===== src/rtl/trap_arbiter.sv =====
// Oldest-first exception arbiter: latches one trap record, holds it until the CSR unit
// acks it, and drops into a sticky lockup after too many back-to-back traps.
module trap_arbiter #(
    parameter int XLEN          = 32,
    parameter int NUM_SRC       = 4,
    parameter int MISALIGN_TRAP = 0,
    parameter int LOCKUP_LIMIT  = 8
) (
    input  logic                    clk,
    input  logic                    reset,
    input  logic [NUM_SRC-1:0]      src_valid,
    input  logic [5*NUM_SRC-1:0]    src_cause,
    input  logic [XLEN*NUM_SRC-1:0] src_pc,
    input  logic [XLEN*NUM_SRC-1:0] src_tval,
    input  logic                    mem_valid,
    input  logic                    mem_read,
    input  logic                    mem_write,
    input  logic [2:0]              mem_funct3,
    input  logic [XLEN-1:0]         mem_addr,
    input  logic [XLEN-1:0]         mem_pc,
    input  logic                    retire,
    input  logic                    trap_ack,
    output logic                    trap_valid,
    output logic [4:0]              trap_cause,
    output logic [XLEN-1:0]         trap_pc,
    output logic [XLEN-1:0]         trap_tval,
    output logic [3:0]              trap_src,
    output logic                    overrun,
    output logic                    lockup
);

    typedef enum logic [1:0] {S_IDLE, S_PEND, S_LOCK} state_e;

    state_e         state_q, state_d;
    logic [7:0]     cnt_q, cnt_d;
    logic           ovr_q, ovr_d;
    logic [4:0]     cause_q, cause_d;
    logic [XLEN-1:0] pc_q, pc_d, tval_q, tval_d;
    logic [3:0]     src_q, src_d;

    // Low address bits that must be zero for the access size; dword only exists on RV64.
    logic [2:0] off_mask;
    logic       mis_req;
    always_comb begin
        case (mem_funct3[1:0])
            2'b00:   off_mask = 3'b000;
            2'b01:   off_mask = 3'b001;
            2'b10:   off_mask = 3'b011;
            default: off_mask = (XLEN == 64) ? 3'b111 : 3'b000;
        endcase
    end
    assign mis_req = (MISALIGN_TRAP != 0) && mem_valid && (mem_read || mem_write)
                     && (|(mem_addr[2:0] & off_mask));

    logic            any_req;
    logic [4:0]      win_cause;
    logic [XLEN-1:0] win_pc, win_tval;
    logic [3:0]      win_src;

    // Scan youngest to oldest so the oldest valid source overwrites; misalign wins last.
    always_comb begin
        any_req   = 1'b0;
        win_cause = '0;
        win_pc    = '0;
        win_tval  = '0;
        win_src   = '0;
        for (int i = NUM_SRC - 1; i >= 0; i--) begin
            if (src_valid[i]) begin
                any_req   = 1'b1;
                win_cause = src_cause[5*i +: 5];
                win_pc    = src_pc[XLEN*i +: XLEN];
                win_tval  = src_tval[XLEN*i +: XLEN];
                win_src   = 4'(i + 1);
            end
        end
        if (mis_req) begin
            any_req   = 1'b1;
            win_cause = mem_write ? 5'd6 : 5'd4;
            win_pc    = mem_pc;
            win_tval  = mem_addr;
            win_src   = 4'd0;
        end
    end

    logic [7:0] cnt_acked;
    assign cnt_acked = (retire ? 8'd0 : cnt_q) + 8'd1;

    always_comb begin
        state_d = state_q;
        cnt_d   = cnt_q;
        ovr_d   = ovr_q;
        cause_d = cause_q;
        pc_d    = pc_q;
        tval_d  = tval_q;
        src_d   = src_q;
        case (state_q)
            S_IDLE: begin
                if (retire) cnt_d = 8'd0;
                if (any_req) begin
                    state_d = S_PEND;
                    cause_d = win_cause;
                    pc_d    = win_pc;
                    tval_d  = win_tval;
                    src_d   = win_src;
                end
            end
            S_PEND: begin
                if (trap_ack) begin
                    // Requests in the ack cycle belong to the flushed pipeline and are dropped silently.
                    cnt_d   = cnt_acked;
                    state_d = (cnt_acked == 8'(LOCKUP_LIMIT)) ? S_LOCK : S_IDLE;
                end else begin
                    if (retire)  cnt_d = 8'd0;
                    if (any_req) ovr_d = 1'b1;
                end
            end
            default: ;
        endcase
    end

    always_ff @(posedge clk) begin
        if (reset) begin
            state_q <= S_IDLE;
            cnt_q   <= '0;
            ovr_q   <= 1'b0;
            cause_q <= '0;
            pc_q    <= '0;
            tval_q  <= '0;
            src_q   <= '0;
        end else begin
            state_q <= state_d;
            cnt_q   <= cnt_d;
            ovr_q   <= ovr_d;
            cause_q <= cause_d;
            pc_q    <= pc_d;
            tval_q  <= tval_d;
            src_q   <= src_d;
        end
    end

    assign trap_valid = (state_q == S_PEND);
    assign lockup     = (state_q == S_LOCK);
    assign overrun    = ovr_q;
    assign trap_cause = cause_q;
    assign trap_pc    = pc_q;
    assign trap_tval  = tval_q;
    assign trap_src   = src_q;

    logic unused_bits;
    assign unused_bits = ^{mem_funct3[2], mem_addr[XLEN-1:3]};

endmodule


===== config.mk =====
export PLATFORM = sky130hd
export DESIGN_NAME = trap_arbiter
export DESIGN_NICKNAME = d
export VERILOG_FILES = /design/src/rtl/trap_arbiter.sv
export SDC_FILE = /design/constraint.sdc
export NUM_CORES = 1
export LEC_CHECK = 0
export ABC_AREA = 1
export CELL_PAD_IN_SITES_DETAIL_PLACEMENT = 0
export CELL_PAD_IN_SITES_GLOBAL_PLACEMENT = 1
export CORE_AREA = 2 2 165 167
export DETAILED_ROUTE_END_ITERATION = 8
export DIE_AREA = 0 0 167 169
export PLACE_DENSITY = 0.76
export SETUP_SLACK_MARGIN = 0.05
export SLEW_MARGIN = 25
export SYNTH_ARGS = -nofsm -noshare
export SYNTH_HDL_FRONTEND = slang
export SYNTH_SLANG_ARGS = --single-unit

===== constraint.sdc =====
create_clock -name clk -period 2.5 [get_ports clk]
set_input_delay 0.375 -clock clk [delete_from_list [all_inputs] [get_ports clk]]
set_output_delay 0.375 -clock clk [all_outputs]
set_load 0.005 [all_outputs]

==> results.json <==
{
  "endpoint_kind": "output pin",
  "crit_arrival_ns": 1.88,
  "ant_nets": 0,
  "cts-root-buf": "clkbuf_16",
  "die-area_sq_um": 28220,
  "synth_seq_area_share_pct": 29.72,
  "async_flop_share_pct": 0,
  "insertion_delay_ns": 0.35,
  "grt_pass1_vias": 6797,
  "p_switching_uw": 1280,
  "hold_end": "trap_src[2]$_SDFFE_PP0P_",
  "hpwl_um": 17390,
  "layout.nets": 1491,
  "power_density_nw_per_um2": 450.1,
  "outcome": "completed",
  "coreArea_sq_um": 26500,
  "rsz0062_at_grt": "no",
  "tightest_slew_ns": 0.5432,
  "cap_violations": 0,
  "crit_type": "reg -> out",
  "setup_viol": 0,
  "fin_cells": 1483,
  "dr.pass1.iters": 4,
  "power_frac_seq_pct": 34.6,
  "die_x_um": 167,
  "nFillCells": 2829,
  "grtUsageTotal_pct": 16.49,
  "slew_viol_final": 0,
  "holdWs_ns": 0.4533,
  "grt_max_degree": 71,
  "path_cells": "inv_1 -> nor2_1 -> clkdlybuf4s50_1",
  "r2r-start": "state_q[1]$_SDFFE_PP0P_",
  "post_cts_resize_count": 0,
  "mostFrequentLayoutCell": "nand2_1",
  "drc": 0,
  "cts_made_buffers": 9,
  "start_util_pct": 21.10,
  "drt_wl_total_um": 23960,
  "min_period_ns": 2.254,
  "final_cell_mix": "nand2_1, clkdlybuf4s50_1, dfxtp_1, a41oi_2, o21ai_0",
  "rows": 60,
  "p_leak_uw": 0.003708,
  "cp_top_family": "buffers and inverters",
  "dpl.cell_count": 1466,
  "synth-edff-count": 0,
  "intPower_uw": 3129,
  "route.vias.total": 6691,
  "avgSynthCellArea_sq_um": 6.895,
  "die_height_um": 169,
  "reg2reg_to": "trap_tval[16]$_SDFFE_PP0P_",
  "areaGrowthSynthToFinish_pct": 75.16,
  "clkPwrFrac_pct": 33.1,
  "grt-ovfl-total": 0,
  "numClockSinks": 83,
  "hold_buffers": 0,
  "cts_tree": "done",
  "worstHoldStart": "src_valid[0]",
  "io_buffers": 358,
  "htreeDepth": 3,
  "clock.fmax_mhz": 443.7,
  "drt_iter0_drc": 293,
  "period_share_pct": 90.15,
  "slowest_stage": "dfxtp_1",
  "drive_gt1_share_pct": 10.43,
  "synthCells": 811,
  "final_hold_viol_count": 0,
  "clockBufferDepth": 2,
  "antenna_found_initial": 0,
  "hp-class": "in -> reg",
  "synth_ff_type": "dfxtp_1",
  "cp_max_fo": 11,
  "path_clk_slew_ns": 0.07,
  "syn_nets": 1166,
  "synth_warnings": 0,
  "gp_congestion": 0.8052,
  "wl_per_cell_um": 16.16,
  "p_comb_share_pct": 32.3,
  "seqCellArea_sq_um": 1662,
  "via_per_inst": 4.512,
  "fin_worst_skew_ns": 0.01106,
  "path_buf_inv": 2,
  "reg2reg_slack_ns": 0.75,
  "reg2regPathDepth": 6,
  "irDropWorstVdd_mv": 0.2379,
  "multiInputGateArea_sq_um": 3490,
  "crit_required_ns": 2.12,
  "p_sw_share_pct": 29.02,
  "worst_setup_path_start_kind": "flip-flop",
  "fin_tns_setup_ns": 0,
  "slowest_delay_ns": 0.60,
  "holdPathStages": 4,
  "syn-cell-area_sq_um": 5592,
  "slew_headroom_pct": 63.78,
  "cts_setup_buffers": 0,
  "num_io_pins": 430,
  "grt_pass1_wl_um": 37040,
  "ys_ff_latch": 83,
  "synth_cell_type_count": 32
}
layer usage:
layer  up-vias  share of wire, %  global-route usage, %
met5         -                 0                      0
met4         0               2.7                  6.184
met3        32               5.9                  3.834
met2       236                48                  28.61
met1      3079                43                  19.82
li1       3344                 -                      -
worst min-delay path, delay by kind of cell:
family                 cells  cell delay [ns]
AOI/OAI and AO/OA          1             0.07
buffers and inverters      2             0.21
and+or+nand+nor            1             0.10
registers in the layout, summed over array words and instances, names as in the netlist:
signal,flops
trap_src,3
trap_cause,5
trap_tval,32
state_q,2
overrun,1
trap_pc,32
cnt_q,8
cells in the mapped netlist, types with 3 or more instances:
master / count / area [sq um]
a31oi_1: 5 / 31.28
inv_1: 14 / 52.55
buf_2: 14 / 70.07
clkbuf_1: 31 / 116.4
dfxtp_1: 83 / 1662
buf_6: 11 / 123.9
inv_2: 6 / 22.52
a21oi_1: 17 / 85.08
buf_4: 6 / 45.04
o21ai_0: 57 / 285.3
nand2_1: 435 / 1633
nand3_1: 9 / 45.04
o21ai_1: 19 / 95.09
a41oi_2: 66 / 1074
nor2_1: 15 / 56.30
a22o_1: 3 / 26.28
cell families after synthesis:
logic type	after synthesis	share of synthesized area (%)
AOI/OAI and AO/OA	170	29.11
other	1	0.06706
xor gates and xnor gates	2	0.3133
buffers and inverters	84	7.876
DFF	83	29.72
adders and majority gates	1	0.2237
and+or+nand+nor	470	32.69
cell type report:
| cell class | count | area share [%] |
|---|---|---|
| Tap cell | 341 | 4.356 |
| Clock buffer | 11 | 2.580 |
| Inverter | 21 | 0.8559 |
| Clock inverter | 5 | 0.6260 |
| Timing Repair Buffer | 377 | 38.96 |
| Antenna cell | 1 | 0.02555 |
| Sequential cell | 83 | 16.96 |
| Multi-Input combinational cell | 644 | 35.63 |
power by group through the flow:
stage | Combinational (uW) | Sequential, uW | Clock, uW
finish | 1420 | 1530 | 1460
global route | 1540 | 1540 | 1570
CTS | 1450 | 1530 | 1520
detailed placement | 1440 | 1550 | 0
global placement | 1430 | 1550 | 0
floorplan | 557 | 1560 | 0
per-stage QoR:
step	utilization, %	setup WS (ns)	area [sq um]	total power [uW]
final	36.96	0.2462	9794	4409
after global routing	36.95	0.1294	9792	4652
after CTS	36.95	0.2199	9792	4491
after detailed placement	35.76	0.3391	9478	2992
after global placement	35.76	0.3457	9478	2980
after floorplan	-	1.027	5592	2116
worst max path at each step:
stage,slack [ns],start,to,cells past startpoint
4_1_cts,0.22,state_q[1]$_SDFFE_PP0P_,lockup,3
6_report,0.25,state_q[1]$_SDFFE_PP0P_,lockup,3
2_1_floorplan,1.03,retire,state_q[1]$_SDFFE_PP0P_,12
5_1_grt,0.13,state_q[1]$_SDFFE_PP0P_,lockup,3
3_5_place_dp,0.34,src_valid[2],trap_tval[16]$_SDFFE_PP0P_,8
3_3_place_gp,0.35,retire,state_q[1]$_SDFFE_PP0P_,11
No activity file was read; power rests on OpenSTA's default activity.
